--- config.mk ---
export PLATFORM = sky130hd
export DESIGN_NAME = regfile_writeback_flat
export DESIGN_NICKNAME = d
export VERILOG_FILES = /design/src/rtl/regfile_writeback_if.sv /design/src/rtl/regfile_writeback.sv /design/src/flat_wrapper.sv
export SDC_FILE = /design/constraint.sdc
export NUM_CORES = 1
export LEC_CHECK = 0
export BUFFER_PORTS_ARGS = -buffer_cell sky130_fd_sc_hd__buf_2
export CORE_ASPECT_RATIO = 1.4
export CORE_MARGIN = 4
export CORE_UTILIZATION = 45
export DETAILED_ROUTE_END_ITERATION = 10
export PLACE_DENSITY_LB_ADDON = 0.05
export RECOVER_POWER = 50
export SYNTH_ARGS = -nofsm -noshare
export SYNTH_HDL_FRONTEND = slang
export SYNTH_SLANG_ARGS = --single-unit
--- constraint.sdc ---
create_clock -name clk_i -period 10.2 [get_ports clk_i]
set_input_delay 1.53 -clock clk_i [delete_from_list [all_inputs] [get_ports clk_i]]
set_output_delay 1.53 -clock clk_i [all_outputs]
set_load 0.01 [all_outputs]
--- src/rtl/regfile_writeback_if.sv ---
// Producer-side handshake bundle for the register-file writeback unit:
// one valid/ready channel from the load unit and one from the ALU.
interface regfile_writeback_if #(
    parameter int XLEN = 32
);
    logic            mem_valid;
    logic            mem_ready;
    logic [4:0]      mem_dest;
    logic [XLEN-1:0] mem_data;
    logic            alu_valid;
    logic            alu_ready;
    logic [4:0]      alu_dest;
    logic [XLEN-1:0] alu_data;

    modport master (
        output mem_valid, mem_dest, mem_data, alu_valid, alu_dest, alu_data,
        input  mem_ready, alu_ready
    );

    modport slave (
        input  mem_valid, mem_dest, mem_data, alu_valid, alu_dest, alu_data,
        output mem_ready, alu_ready
    );
endinterface

--- src/rtl/regfile_writeback.sv ---
// In-order writeback queue feeding the register file's single write port.
// Optional same-cycle bypass into an empty queue: define REGFILE_WB_BYPASS_EN.
module regfile_writeback #(
    parameter int DEPTH = 4,
    parameter int XLEN  = 32
) (
    input  logic                       clk_i,
    input  logic                       rst_ni,
    regfile_writeback_if.slave         wb,
    output logic                       rf_load_o,
    output logic [4:0]                 rf_dest_o,
    output logic [XLEN-1:0]            rf_in_o,
    output logic [31:0]                pend_mask_o,
    output logic [$clog2(DEPTH):0]     count_o
);
    localparam int AW = $clog2(DEPTH);
    localparam int CW = AW + 1;

    logic [CW-1:0]   count_q, count_d;
    logic [AW-1:0]   wr_ptr_q, wr_ptr_d, rd_ptr_q, rd_ptr_d;
    logic [4:0]      dest_q [DEPTH];
    logic [XLEN-1:0] data_q [DEPTH];

    logic          empty;
    logic [CW:0]   free;
    logic          mem_fire, alu_fire, mem_push, alu_push;
    logic          byp_mem, byp_alu, mem_enq, alu_enq;

    assign empty = (count_q == '0);
    // The head always retires this cycle, so its slot counts as free.
    assign free  = (CW+1)'(DEPTH) - {1'b0, count_q} + {{CW{1'b0}}, !empty};

    assign wb.mem_ready = rst_ni && (free >= (CW+1)'(1));
    assign wb.alu_ready = rst_ni && ((free >= (CW+1)'(2)) ||
                                     ((free >= (CW+1)'(1)) && !wb.mem_valid));

    assign mem_fire = wb.mem_valid && wb.mem_ready;
    assign alu_fire = wb.alu_valid && wb.alu_ready;
    assign mem_push = mem_fire && (wb.mem_dest != 5'd0);
    assign alu_push = alu_fire && (wb.alu_dest != 5'd0);

`ifdef REGFILE_WB_BYPASS_EN
    // A valid mem result wins the bypass even when it targets x0.
    assign byp_mem = empty && mem_push;
    assign byp_alu = empty && !wb.mem_valid && alu_push;
`else
    assign byp_mem = 1'b0;
    assign byp_alu = 1'b0;
`endif

    assign mem_enq = mem_push && !byp_mem;
    assign alu_enq = alu_push && !byp_alu;

    always_ff @(posedge clk_i or negedge rst_ni) begin
        if (!rst_ni) begin
            count_q  <= '0;
            wr_ptr_q <= '0;
            rd_ptr_q <= '0;
        end else begin
            count_q  <= count_d;
            wr_ptr_q <= wr_ptr_d;
            rd_ptr_q <= rd_ptr_d;
        end
    end

    always_comb begin
        wr_ptr_d = wr_ptr_q + AW'(mem_enq) + AW'(alu_enq);
        rd_ptr_d = rd_ptr_q + AW'(!empty);
        count_d  = count_q + CW'(mem_enq) + CW'(alu_enq) - CW'(!empty);
    end

    // Mem takes the first free slot so it retires ahead of a same-edge ALU result.
    always_ff @(posedge clk_i) begin
        if (mem_enq) begin
            dest_q[wr_ptr_q] <= wb.mem_dest;
            data_q[wr_ptr_q] <= wb.mem_data;
        end
        if (alu_enq) begin
            dest_q[wr_ptr_q + AW'(mem_enq)] <= wb.alu_dest;
            data_q[wr_ptr_q + AW'(mem_enq)] <= wb.alu_data;
        end
    end

    always_comb begin
        rf_load_o = 1'b0;
        rf_dest_o = 5'd0;
        rf_in_o   = '0;
        if (!empty) begin
            rf_load_o = 1'b1;
            rf_dest_o = dest_q[rd_ptr_q];
            rf_in_o   = data_q[rd_ptr_q];
        end else if (byp_mem) begin
            rf_load_o = 1'b1;
            rf_dest_o = wb.mem_dest;
            rf_in_o   = wb.mem_data;
        end else if (byp_alu) begin
            rf_load_o = 1'b1;
            rf_dest_o = wb.alu_dest;
            rf_in_o   = wb.alu_data;
        end
    end

    always_comb begin
        logic [AW-1:0] off;
        pend_mask_o = '0;
        off         = '0;
        for (int i = 0; i < DEPTH; i++) begin
            off = AW'(i) - rd_ptr_q;
            if ({1'b0, off} < count_q) pend_mask_o[dest_q[i]] = 1'b1;
        end
        if (byp_mem) pend_mask_o[wb.mem_dest] = 1'b1;
        if (byp_alu) pend_mask_o[wb.alu_dest] = 1'b1;
    end

    assign count_o = count_q;
endmodule

--- src/flat_wrapper.sv ---
// flat-port wrapper written by rule: the top's interface ports become plain ports
module regfile_writeback_flat 
#(
    parameter int DEPTH = 4,
    parameter int XLEN  = 32
)
  (clk_i, rst_ni, rf_load_o, rf_dest_o, rf_in_o, pend_mask_o, count_o, wb_mem_valid, wb_mem_dest, wb_mem_data, wb_alu_valid, wb_alu_dest, wb_alu_data, wb_mem_ready, wb_alu_ready);
  regfile_writeback_if #(.XLEN(XLEN)) wb_i ();
  input  logic clk_i;
  input  logic rst_ni;
  output logic rf_load_o;
  output logic [4:0] rf_dest_o;
  output logic [XLEN-1:0] rf_in_o;
  output logic [31:0] pend_mask_o;
  output logic [$clog2(DEPTH):0] count_o;
  input wire logic [$bits(wb_i.mem_valid)-1:0] wb_mem_valid;
  input wire logic [$bits(wb_i.mem_dest)-1:0] wb_mem_dest;
  input wire logic [$bits(wb_i.mem_data)-1:0] wb_mem_data;
  input wire logic [$bits(wb_i.alu_valid)-1:0] wb_alu_valid;
  input wire logic [$bits(wb_i.alu_dest)-1:0] wb_alu_dest;
  input wire logic [$bits(wb_i.alu_data)-1:0] wb_alu_data;
  output wire logic [$bits(wb_i.mem_ready)-1:0] wb_mem_ready;
  output wire logic [$bits(wb_i.alu_ready)-1:0] wb_alu_ready;
  assign wb_i.mem_valid = wb_mem_valid;
  assign wb_i.mem_dest = wb_mem_dest;
  assign wb_i.mem_data = wb_mem_data;
  assign wb_i.alu_valid = wb_alu_valid;
  assign wb_i.alu_dest = wb_alu_dest;
  assign wb_i.alu_data = wb_alu_data;
  assign wb_mem_ready = wb_i.mem_ready;
  assign wb_alu_ready = wb_i.alu_ready;
  regfile_writeback #(.DEPTH(DEPTH), .XLEN(XLEN)) u_core (.clk_i(clk_i), .rst_ni(rst_ni), .wb(wb_i), .rf_load_o(rf_load_o), .rf_dest_o(rf_dest_o), .rf_in_o(rf_in_o), .pend_mask_o(pend_mask_o), .count_o(count_o));
endmodule
==> results of run 1 <==
[cell families after synthesis]
group,after synthesis,share of synthesized area (%)
fa+ha+maj,13,1.876
buf+inv,56,3.104
simple gates,136,9.047
flops,155,48.77
compound gates,83,8.017
xor+xnor,5,0.5417
mux,185,28.65
[final timing paths]
check,end,slack [ns],depth (start not counted)
max,u_core.dest_q[1][3],3.00,13
min,u_core.wr_ptr_q[1],0.79,2
max reg2reg,u_core.dest_q[1][3],3.00,13
min reg2reg,u_core.wr_ptr_q[1],0.79,2
max in group asynchronous,u_core.rd_ptr_q[0],8.68,1
min in group asynchronous,u_core.count_o[0],1.08,1
[synth_stat cells, types with 3 or more instances]
cell type,n,share of area [%]
sky130_fd_sc_hd__edfxtp_1,148,47
sky130_fd_sc_hd__mux2_2,89,11
sky130_fd_sc_hd__mux2_4,57,9.0
sky130_fd_sc_hd__nor2b_1,44,2.9
sky130_fd_sc_hd__mux4_2,37,8.8
sky130_fd_sc_hd__nor2_1,17,0.67
sky130_fd_sc_hd__a221o_1,16,1.7
sky130_fd_sc_hd__a22o_1,16,1.5
sky130_fd_sc_hd__clkbuf_1,16,0.63
sky130_fd_sc_hd__inv_1,16,0.63
sky130_fd_sc_hd__o221ai_1,16,1.5
sky130_fd_sc_hd__nand2_1,15,0.59
sky130_fd_sc_hd__buf_2,13,0.69
sky130_fd_sc_hd__ha_1,11,1.5
sky130_fd_sc_hd__nor3b_1,11,0.87
sky130_fd_sc_hd__buf_6,9,1.1
sky130_fd_sc_hd__a22oi_1,8,0.63
sky130_fd_sc_hd__a32oi_1,8,0.74
sky130_fd_sc_hd__and3_1,8,0.53
sky130_fd_sc_hd__and3b_1,7,0.65
sky130_fd_sc_hd__dfrtp_1,7,1.8
sky130_fd_sc_hd__nor3_1,7,0.37
sky130_fd_sc_hd__nand3b_1,5,0.40
sky130_fd_sc_hd__a2111oi_2,4,0.63
sky130_fd_sc_hd__or3b_2,4,0.37
sky130_fd_sc_hd__nand3_1,3,0.16
sky130_fd_sc_hd__nor4b_2,3,0.48
sky130_fd_sc_hd__xor2_1,3,0.28
[stage by stage]
stage                     util [%]  power [uW]  area, um2  hold WS (ns)  cells
after floorplan                  -        2063       9473        0.4767    633
after global placement       50.61        2532      10440        0.7999   1010
after detailed placement     50.61        2565      10440        0.8149   1010
after CTS                    53.52        3196      11040        0.8237   1042
after global routing         52.22        3268      10780        0.8370   1042
final                        52.22        3078      10780        0.7887   1042
[metal layers]
metal / vias up / track usage [%] / wire length, um
met5: - / 0 / 21
met4: 4 / 5.928 / 328
met3: 29 / 3.890 / 1187
met2: 184 / 36.43 / 12970
met1: 3134 / 25.25 / 9901
li1: 2840 / - / -
[critical path, stage by stage, from the launching register on]
cell and delay [ns]:
sky130_fd_sc_hd__dfrtp_1 0.53, sky130_fd_sc_hd__nor3_1 0.20, sky130_fd_sc_hd__clkbuf_1 1.73, sky130_fd_sc_hd__ha_1 0.43, sky130_fd_sc_hd__inv_1 0.06, sky130_fd_sc_hd__ha_1 0.28
sky130_fd_sc_hd__nand2b_1 0.16, sky130_fd_sc_hd__o2111ai_1 0.36, sky130_fd_sc_hd__inv_1 0.08, sky130_fd_sc_hd__ha_1 0.20, sky130_fd_sc_hd__xnor2_1 0.39, sky130_fd_sc_hd__nand2_1 0.19
sky130_fd_sc_hd__o32ai_1 0.17, sky130_fd_sc_hd__clkbuf_1 1.93
[state kept, by name, indices dropped and copies added, names as in the netlist]
name and cells:
u_core.count_o 3, u_core.data_q 128, u_core.dest_q 20, u_core.rd_ptr_q 2
u_core.wr_ptr_q 2
[cell type report]
type,instances,area (um2)
clock buffer,25,550.5
clock inverter,7,48.80
inverter,16,60.06
fill,1843,9859
tap,256,320.3
sequential,155,4624
timing repair buffer,161,759.5
multi-input combinational,422,4412
[where the power goes]
| group | total, uW | internal, uW | switching [uW] |
|---|---|---|---|
| Clock | 627 | 378 | 250 |
| Combinational | 1370 | 595 | 772 |
| Sequential | 1090 | 941 | 144 |
==> flow_summary.toml, run 1 <==
[status]
result_of_the_run = "complete, but fails checks"
violations = "max-capacitance violations, max-slew violations"

[global_route]
grt_start_max_net_pins = 43
grt_antenna_before_repair = 2
grt.overflow.total = 0
wire_length_of_the_first_global_routing_pass_um = 37150
globalRouteTotalUtil_pct = 20.58
grt_pass1_vias = 6716

[timing]
tightestPinTransition_ns = 2.663
period_needed_ns = 7.196
final.setup.tns_ns = 0
final-max-slew-violation-count = 136
setup-violations-final = 0
final_hold_fails = 0
timing.clock.skew_ns = 0.01371
slew_headroom_pct = -77.52
final.period_utilization_pct = 70.55
rsz0062_at_grt = "false"
fmax_mhz = 139.0
setup_slack_ns = 3.004

[pwr]
pwr_density_cell_mw_per_mm2 = 285.7
leakagePower_uw = 0.003884
ir_drop_mv = 0.1398

[layout]
area.growth.synth_to_final_pct = 13.75
n_antenna_cell = 0
mostFrequentLayoutCell = "sky130_fd_sc_hd__edfxtp_1"
num-nets-final = 864
mostFrequentLayoutCells = "148 x sky130_fd_sc_hd__edfxtp_1, 109 x sky130_fd_sc_hd__buf_2, 89 x sky130_fd_sc_hd__mux2_2, 50 x sky130_fd_sc_hd__clkbuf_1, 44 x sky130_fd_sc_hd__nor2b_1"
final_layout_size_suffix_gt1_share_pct = 39.31

[cts]
cts.hold.buffers_added = 0
clock_tree_from_tritoncts = "done"
htreeDepth = 4
cts-buffers-inserted = 17
clkTransAtPathRegs_ns = 0.07
clock_latency_of_the_later_clocked_register_in_the_worst_skew_pair_ns = 0.42
cts_setup_buffers = 0
numClockSinks = 155
cts_max_path_buffers = 2
cts-root-buf = "sky130_fd_sc_hd__clkbuf_16"
cts-resized-gates = 0

[drt]
dr.first_iter.drc_count = 342
drt-wirelength-per-cell_um = 23.43
finalWirelength_um = 24410
pre_repair_dr_iteration_count = 5
vias = 6191
drc_errors = 0
route.detailed.vias_per_inst = 5.941
final_antenna_net_count = 0

[placement]
placement.setup.worst_slack_ns = 5.363
place.gp.congestion = 0.9622
detailedPlacementHpwl_um = 15770
placement.io_buffers = 152

[synthesis]
cell_variety_after_synth = 53
async_flop_share_pct = 4.516
synth_cells = 633
postSynth.topFlopCell = "sky130_fd_sc_hd__edfxtp_1"
ys_warn_count = 0
synth_area_mm2 = 0.009473
post_synth_edffs = 148
postSynthNetCount = 724
syn_avg_cell_area_um2 = 14.96
synth_seq_area_share_pct = 48.77
synth.ff_latch_count = 155

[critical_path]
critical_path_arrival_ns = 7.17
rr_startpoint = "u_core.count_o[2]"
setup.worst_path.start = "u_core.count_o[2]"
cp_startpoint_kind = "flop"
critPathMaxFanout = 39
cp.required_ns = 10.17
critical_path.endpoint_type = "flop"
worst-setup-path-type = "reg -> reg"

[min_path]
min-delay-path-class = "reg -> reg"
min-delay-start = "u_core.wr_ptr_q[1]"

[die]
start_util_pct = 45.91
core_area_mm2 = 0.02063
die_outline_area_mm2 = 0.02347
die_y_um = 179.7
floorplan.rows = 62
dieWidth_um = 130.6
top_level_ports = 153

[job]
timing.max_cap.violations = 4
Power figures use the tool's default switching activity.
==> run 2, diff against run 1 <==
--- a/config.mk
+++ b/config.mk
@@ -5,6 +5,7 @@
 export SDC_FILE = /design/constraint.sdc
 export NUM_CORES = 1
 export LEC_CHECK = 0
+export ABC_AREA = 1
 export BUFFER_PORTS_ARGS = -buffer_cell sky130_fd_sc_hd__buf_2
 export CORE_ASPECT_RATIO = 1.4
 export CORE_MARGIN = 4
==> constraint.sdc (replaced) <==
create_clock -name clk_i -period 6.04 [get_ports clk_i]
set_input_delay 0.906 -clock clk_i [delete_from_list [all_inputs] [get_ports clk_i]]
set_output_delay 0.906 -clock clk_i [all_outputs]
set_load 0.01 [all_outputs]
==> run 2 against run 1 <==
  * The run still ends with max-capacitance violations, max-slew violations left
  * Worst setup slack lost 1.9 ns
  * Cell area grew 3.8%
  * Sequential share of layout area shrank 1.6 points
  * Sequential power grew 50%
  * Clock skew shrank 0.0035 ns
  * Core utilization grew 0.14 points
  * Register-to-register slack lost 1.9 ns
  * Sequential cell count is the same
  * Critical endpoint unchanged
  * Largest cell class unchanged
==> flow_summary.toml, run 2 <==
[timing]
timing.clock.skew_ns = 0.01019
final.hold.worst_slack_ns = 0.4907
setup-violations-final = 0
final-max-slew-violation-count = 89
final.period_utilization_pct = 82.27
setup_slack_ns = 1.071
rsz0062_at_grt = "false"
slew_headroom_pct = -65.26
final_hold_fails = 0
final.setup.tns_ns = 0
tightestPinTransition_ns = 2.479
period_needed_ns = 4.969
fmax_mhz = 201.2

[layout]
filler_cell_count = 2156
n_antenna_cell = 0
area.growth.synth_to_final_pct = 13.54
mostFrequentLayoutCells = "464 x sky130_fd_sc_hd__nand2_1, 185 x sky130_fd_sc_hd__nand4_1, 148 x sky130_fd_sc_hd__edfxtp_1, 143 x sky130_fd_sc_hd__nand3_1, 109 x sky130_fd_sc_hd__buf_2"
mostFrequentLayoutCell = "sky130_fd_sc_hd__nand2_1"
multi_input_area_mm2 = 0.004582
final_layout_size_suffix_gt1_share_pct = 12.10
registers.top_by_ff_count = "u_core.data_q"
seq_area_mm2 = 0.004622
num-nets-final = 1426
largest_register_ffs = 128

[critical_path]
cp.required_ns = 6.31
cp_startpoint_kind = "flop"
critical_path.endpoint_type = "flop"
critPathMaxFanout = 37
worst-setup-path-type = "reg -> reg"
critical_path_arrival_ns = 5.24

[synthesis]
syn_avg_cell_area_um2 = 7.932
synth_seq_area_share_pct = 46.89
async_flop_share_pct = 4.516
synth_area_mm2 = 0.009852
postSynth.topFlopCell = "sky130_fd_sc_hd__edfxtp_1"
synth_largest_type_area_fraction_pct = 45.11
post-synth-top-count-cell = "sky130_fd_sc_hd__nand2_1"
post_synth_edffs = 148
synth_cells = 1242
synth_area_leaders = "sky130_fd_sc_hd__edfxtp_1 45%, sky130_fd_sc_hd__nand2_1 18%, sky130_fd_sc_hd__nand4_1 12%, sky130_fd_sc_hd__nand3_1 7.3%, sky130_fd_sc_hd__a41oi_1 2.8%"
synth.ff_latch_count = 155
ys_warn_count = 0
synth_top_area_cell = "sky130_fd_sc_hd__edfxtp_1"
postSynthNetCount = 1333
cell_variety_after_synth = 27
synth.cells.most_frequent = "463 x sky130_fd_sc_hd__nand2_1, 185 x sky130_fd_sc_hd__nand4_1, 148 x sky130_fd_sc_hd__edfxtp_1, 143 x sky130_fd_sc_hd__nand3_1"

[die]
core_area_mm2 = 0.02136
start_util_pct = 46.12
die_y_um = 183.1
top_level_ports = 153
floorplan.rows = 63
dieWidth_um = 133.1
die_outline_area_mm2 = 0.02436

[drt]
pre_repair_dr_iteration_count = 5
drc_errors = 0
route.detailed.vias_per_inst = 5.921
vias = 9705
finalWirelength_um = 34240
wirelength_met1_um = 12830
drt-wirelength-per-cell_um = 20.89
routed-wl-met3_um = 2078
final_antenna_net_count = 0
top_layer = "met5"
dr.first_iter.drc_count = 554
met2_wirelength_um = 18060

[pwr]
ir_drop_mv = 0.3375
pwr_density_cell_mw_per_mm2 = 491.2
leakagePower_uw = 0.004658

[cts]
clock_tree_from_tritoncts = "done"
cts_max_path_buffers = 2
cts-root-buf = "sky130_fd_sc_hd__clkbuf_16"
cts-buffers-inserted = 17
clock_latency_of_the_later_clocked_register_in_the_worst_skew_pair_ns = 0.42
clkTransAtPathRegs_ns = 0.06
htreeDepth = 4
cts_setup_buffers = 0
cts.hold.buffers_added = 0
cts-resized-gates = 0
numClockSinks = 155

[global_route]
grt_pass1_vias = 9613
globalRouteTotalUtil_pct = 27.75
grt.overflow.total = 0
grt_antenna_before_repair = 3
wire_length_of_the_first_global_routing_pass_um = 52870
grt_start_max_net_pins = 91

[status]
violations = "max-capacitance violations, max-slew violations"
result_of_the_run = "complete, but fails checks"

[job]
timing.max_cap.violations = 3

[min_path]
min-delay-path-class = "in -> async"

[placement]
place.gp.congestion = 0.9518
placement.setup.worst_slack_ns = 1.546
detailedPlacementHpwl_um = 21100
placement.io_buffers = 152
## run 2: power by group
| part | switching (uW) | internal [uW] |
|---|---|---|
| combinational | 2100 | 708 |
| sequential | 114 | 1530 |
| clock | 407 | 640 |
| total | 2620 | 2880 |
## run 2: metrics by stage
step / util (%) / cell area [um2] / instances / power, uW
2_1_floorplan: - / 9852 / 1242 / 3445
3_3_place_gp: 50.25 / 10730 / 1608 / 4525
3_5_place_dp: 50.25 / 10730 / 1608 / 4554
4_1_cts: 52.89 / 11300 / 1639 / 5595
5_1_grt: 52.36 / 11190 / 1639 / 5832
6_report: 52.36 / 11190 / 1639 / 5494
## run 2: critical path, cell delays in order, from the launching register on
cell	delay, ns
sky130_fd_sc_hd__dfrtp_1	0.47
sky130_fd_sc_hd__nor3_1	0.23
sky130_fd_sc_hd__ha_1	0.22
sky130_fd_sc_hd__inv_1	0.05
sky130_fd_sc_hd__ha_1	0.18
sky130_fd_sc_hd__or2_1	0.20
sky130_fd_sc_hd__nand2_1	0.15
sky130_fd_sc_hd__nand2_1	0.11
sky130_fd_sc_hd__nand4_1	0.26
sky130_fd_sc_hd__inv_1	0.08
sky130_fd_sc_hd__ha_1	0.22
sky130_fd_sc_hd__xor2_1	0.31
sky130_fd_sc_hd__nor2_1	0.11
sky130_fd_sc_hd__nand4_1	0.13
sky130_fd_sc_hd__clkbuf_1	1.72
sky130_fd_sc_hd__nand2_1	0.18
sky130_fd_sc_hd__nand2_1	0.16
## run 2: worst paths after layout
path / cells after the start / endpoint / startpoint / slack (ns)
worst min register to register: 3 / u_core.count_o[0] / u_core.count_o[0] / 0.78
min in group clk_i: 3 / u_core.count_o[0] / u_core.count_o[0] / 0.78
worst max-delay path: 16 / u_core.dest_q[1][3] / u_core.count_o[2] / 1.07
worst min-delay path: 1 / u_core.wr_ptr_q[0] / rst_ni / 0.49
worst max register to register: 16 / u_core.dest_q[1][3] / u_core.count_o[2] / 1.07
max in group asynchronous: 1 / u_core.rd_ptr_q[0] / rst_ni / 5.08
## run 2: logic make-up (layout without fill, tap and decap cells)
| logic type | after synthesis | after routing | synth area share, % |
|---|---|---|---|
| AO/OA/AOI/OAI | 49 | 49 | 3.975 |
| XOR/XNOR | 5 | 5 | 0.4446 |
| adder cells (fa/ha/maj) | 13 | 13 | 1.803 |
| buffers and inverters | 152 | 257 | 6.922 |
| flip-flops | 155 | 155 | 46.89 |
| AND/OR/NAND/NOR | 868 | 868 | 39.97 |
## run 2: final cells by class
| type | instances | share of cell area [%] |
|---|---|---|
| clock buffers | 20 | 3.904 |
| clock inverters | 11 | 1.141 |
| inverters | 54 | 1.834 |
| multi-input cells | 935 | 40.96 |
| flip-flops and latches | 155 | 41.32 |
| well taps | 292 | 3.266 |
| repair buffers | 172 | 7.573 |
## run 2: layer usage
layer	track usage, %	up-vias
met1	31.25	4651
li1	-	4607
met4	12.40	6
met2	51.51	360
met3	4.254	81
met5	0	-
==> run 3, diff against run 2 <==
--- a/config.mk
+++ b/config.mk
@@ -5,7 +5,7 @@
 export SDC_FILE = /design/constraint.sdc
 export NUM_CORES = 1
 export LEC_CHECK = 0
-export ABC_AREA = 1
+export ABC_AREA = 0
 export BUFFER_PORTS_ARGS = -buffer_cell sky130_fd_sc_hd__buf_2
 export CORE_ASPECT_RATIO = 1.4
 export CORE_MARGIN = 4
==> constraint.sdc (replaced) <==
create_clock -name clk_i -period 4.7 [get_ports clk_i]
set_input_delay 0.705 -clock clk_i [delete_from_list [all_inputs] [get_ports clk_i]]
set_output_delay 0.705 -clock clk_i [all_outputs]
set_load 0.01 [all_outputs]
==> run 3 against run 2 <==
  * First-iteration DRC count down 35%
  * Cell count down 36%
  * Fmax up 19%
  * Clock-buffer cell count down 3
  * Clock power up 30%
  * Sequential cell count unchanged
  * Register-to-register slack worse by 0.53 ns
  * Core utilization up 0.70 points
  * The flow still finishes with violations (max-capacitance violations, max-slew violations)
  * Largest power group unchanged
  * Hold slack worse by 0.23 ns
  * Global-route usage down 6.1 points
  * Sequential share of layout area up 0.88 points
  * Largest cell class unchanged
  * Highest routed layer unchanged
==> flow_summary.toml, run 3 (same netlist as run 1, synthesis figures left out) <==
[status]
result_of_the_run = "complete, but fails checks"
violations = "max-capacitance violations, max-slew violations"

[timing]
final-max-slew-violation-count = 39
fmax_mhz = 240.4
period_needed_ns = 4.160
final.period_utilization_pct = 88.51
setup-violations-final = 0
rsz0062_at_grt = "false"
final.setup.tns_ns = 0
timing.clock.skew_ns = 0.008859
slew_headroom_pct = -50.44
tightestPinTransition_ns = 2.257
final_hold_fails = 0

[drt]
route.detailed.vias_per_inst = 6.014
finalWirelength_um = 25280
drt-wirelength-per-cell_um = 23.97
dr.first_iter.drc_count = 359
pre_repair_dr_iteration_count = 5
drc_errors = 0
vias = 6345
final_antenna_net_count = 0

[die]
dieWidth_um = 130.6
die_outline_area_mm2 = 0.02347
die_y_um = 179.7
core_area_mm2 = 0.02063
top_level_ports = 153
floorplan.rows = 62
start_util_pct = 45.91

[critical_path]
cp.required_ns = 4.81
critical_path.endpoint_type = "flop"
rr_worst_depth = 11
cp_startpoint_kind = "flop"
critical_path_arrival_ns = 4.27
worstReg2RegEnd = "u_core.data_q[2][23]"
rr_startpoint = "u_core.count_o[2]"
worst-setup-path-type = "reg -> reg"
crit_path_end = "u_core.data_q[2][23]"
setup.worst_path.start = "u_core.count_o[2]"
critPathMaxFanout = 26
rrSetupSlack_ns = 0.54

[min_path]
min-delay-path-class = "in -> async"

[cts]
cts-root-buf = "sky130_fd_sc_hd__clkbuf_16"
cts_max_path_buffers = 2
cts_setup_buffers = 0
clkTransAtPathRegs_ns = 0.07
cts-resized-gates = 0
cts-buffers-inserted = 17
clock_latency_of_the_later_clocked_register_in_the_worst_skew_pair_ns = 0.42
htreeDepth = 4
numClockSinks = 155
clock_tree_from_tritoncts = "done"
cts.hold.buffers_added = 0

[placement]
place.gp.congestion = 0.9398
detailedPlacementHpwl_um = 17040
placement.io_buffers = 152

[pwr]
p_int_uw = 4191
power.share.clock_pct = 20.1
power.share.sequential_pct = 33.2
swShare_pct = 38.51
ir_drop_mv = 0.2644
switching_power_uw = 2625
design_power_total_uw = 6816
leakagePower_uw = 0.003883
pwr_density_cell_mw_per_mm2 = 622.4
power.combinational.fraction_pct = 46.8

[layout]
num-nets-final = 874
registers.top_by_ff_count = "u_core.data_q"
mostFrequentLayoutCells = "148 x sky130_fd_sc_hd__edfxtp_1, 89 x sky130_fd_sc_hd__mux2_2, 84 x sky130_fd_sc_hd__buf_2, 71 x sky130_fd_sc_hd__clkbuf_1, 44 x sky130_fd_sc_hd__nor2b_1"
largest_register_ffs = 128
area.growth.synth_to_final_pct = 15.60
final_layout_size_suffix_gt1_share_pct = 39.07
mostFrequentLayoutCell = "sky130_fd_sc_hd__edfxtp_1"

[job]
timing.max_cap.violations = 1

[global_route]
globalRouteTotalUtil_pct = 21.66
grt.overflow.total = 0
wire_length_of_the_first_global_routing_pass_um = 38960
grt_start_max_net_pins = 39
grt_antenna_before_repair = 6
grt_pass1_vias = 6829
run 3: changes by cell type in the layout (fill, tap and decap cells not counted), sizes merged, moves of 24 or more:
cell | before | now
nand2 | 465 | 15
mux2 | 0 | 148
nor2 | 52 | 17
nor2b | 0 | 44
clkbuf | 66 | 90
nand3 | 143 | 3
mux4 | 0 | 37
buf | 126 | 98
inv | 54 | 21
a41oi | 32 | 0
nand4 | 185 | 0
run 3: worst min path at each step:
stage            from  depth (start not counted)                  to  slack [ns]
2_1_floorplan  rst_ni                          0   u_core.count_o[0]        0.41
6_report       rst_ni                          1  u_core.rd_ptr_q[0]        0.26
4_1_cts        rst_ni                          1  u_core.rd_ptr_q[0]        0.13
3_5_place_dp   rst_ni                          1  u_core.rd_ptr_q[0]        0.59
3_3_place_gp   rst_ni                          1  u_core.wr_ptr_q[0]        0.59
5_1_grt        rst_ni                          1  u_core.rd_ptr_q[0]        0.27
run 3: critical path: stages (launching register included):
cell and delay [ns]:
sky130_fd_sc_hd__dfrtp_1 0.53, sky130_fd_sc_hd__nor3_2 0.21, sky130_fd_sc_hd__ha_1 0.19, sky130_fd_sc_hd__inv_1 0.05, sky130_fd_sc_hd__ha_1 0.28, sky130_fd_sc_hd__nand2b_1 0.16, sky130_fd_sc_hd__o2111ai_1 0.41, sky130_fd_sc_hd__inv_1 0.12
sky130_fd_sc_hd__ha_1 0.40, sky130_fd_sc_hd__nor4_1 0.54, sky130_fd_sc_hd__a31o_1 0.64, sky130_fd_sc_hd__buf_12 0.29
run 3: metal layers:
layer  global-route usage, %  wire [um]  share of wire [%]  vias to the layer above
met5                       0         42               0.17                        -
met4                   6.011        346                1.4                        8
met3                   4.572       1278                5.1                       37
met2                   40.01      14000                 55                      205
met1                   24.73       9616                 38                     3224
li1                        -          -                  -                     2871
run 3: through the flow:
step | worst slack [ns] | utilization, % | hold WS (ns) | instances | cell area [um2]
floorplan | 0.1186 | - | 0.4094 | 633 | 9482
detailed placement | 0.7536 | 51.22 | 0.5895 | 1020 | 10570
global placement | 0.9117 | 51.22 | 0.5906 | 1020 | 10570
finish | 0.5399 | 53.07 | 0.2564 | 1055 | 10950
CTS | 0.6839 | 54.08 | 0.1340 | 1052 | 11160
global route | 0.2503 | 53.06 | 0.2718 | 1054 | 10950
run 3: cell type report:
cell class	count	area [um2]
sequential	155	4621
multi-input combinational	422	4499
clock buffer	17	425.4
tap	256	320.3
inverter	16	60.06
fill	1811	9684
timing repair buffer	171	852.1
antenna	3	7.507
clock inverter	15	165.2
run 3: power by group through the flow:
stage	Combinational, uW	Clock, uW	Sequential, uW
floorplan	2320	0	2160
global placement	3330	0	2270
detailed placement	3380	0	2290
CTS	3390	1390	2270
global route	3460	1450	2300
finish	3190	1370	2260
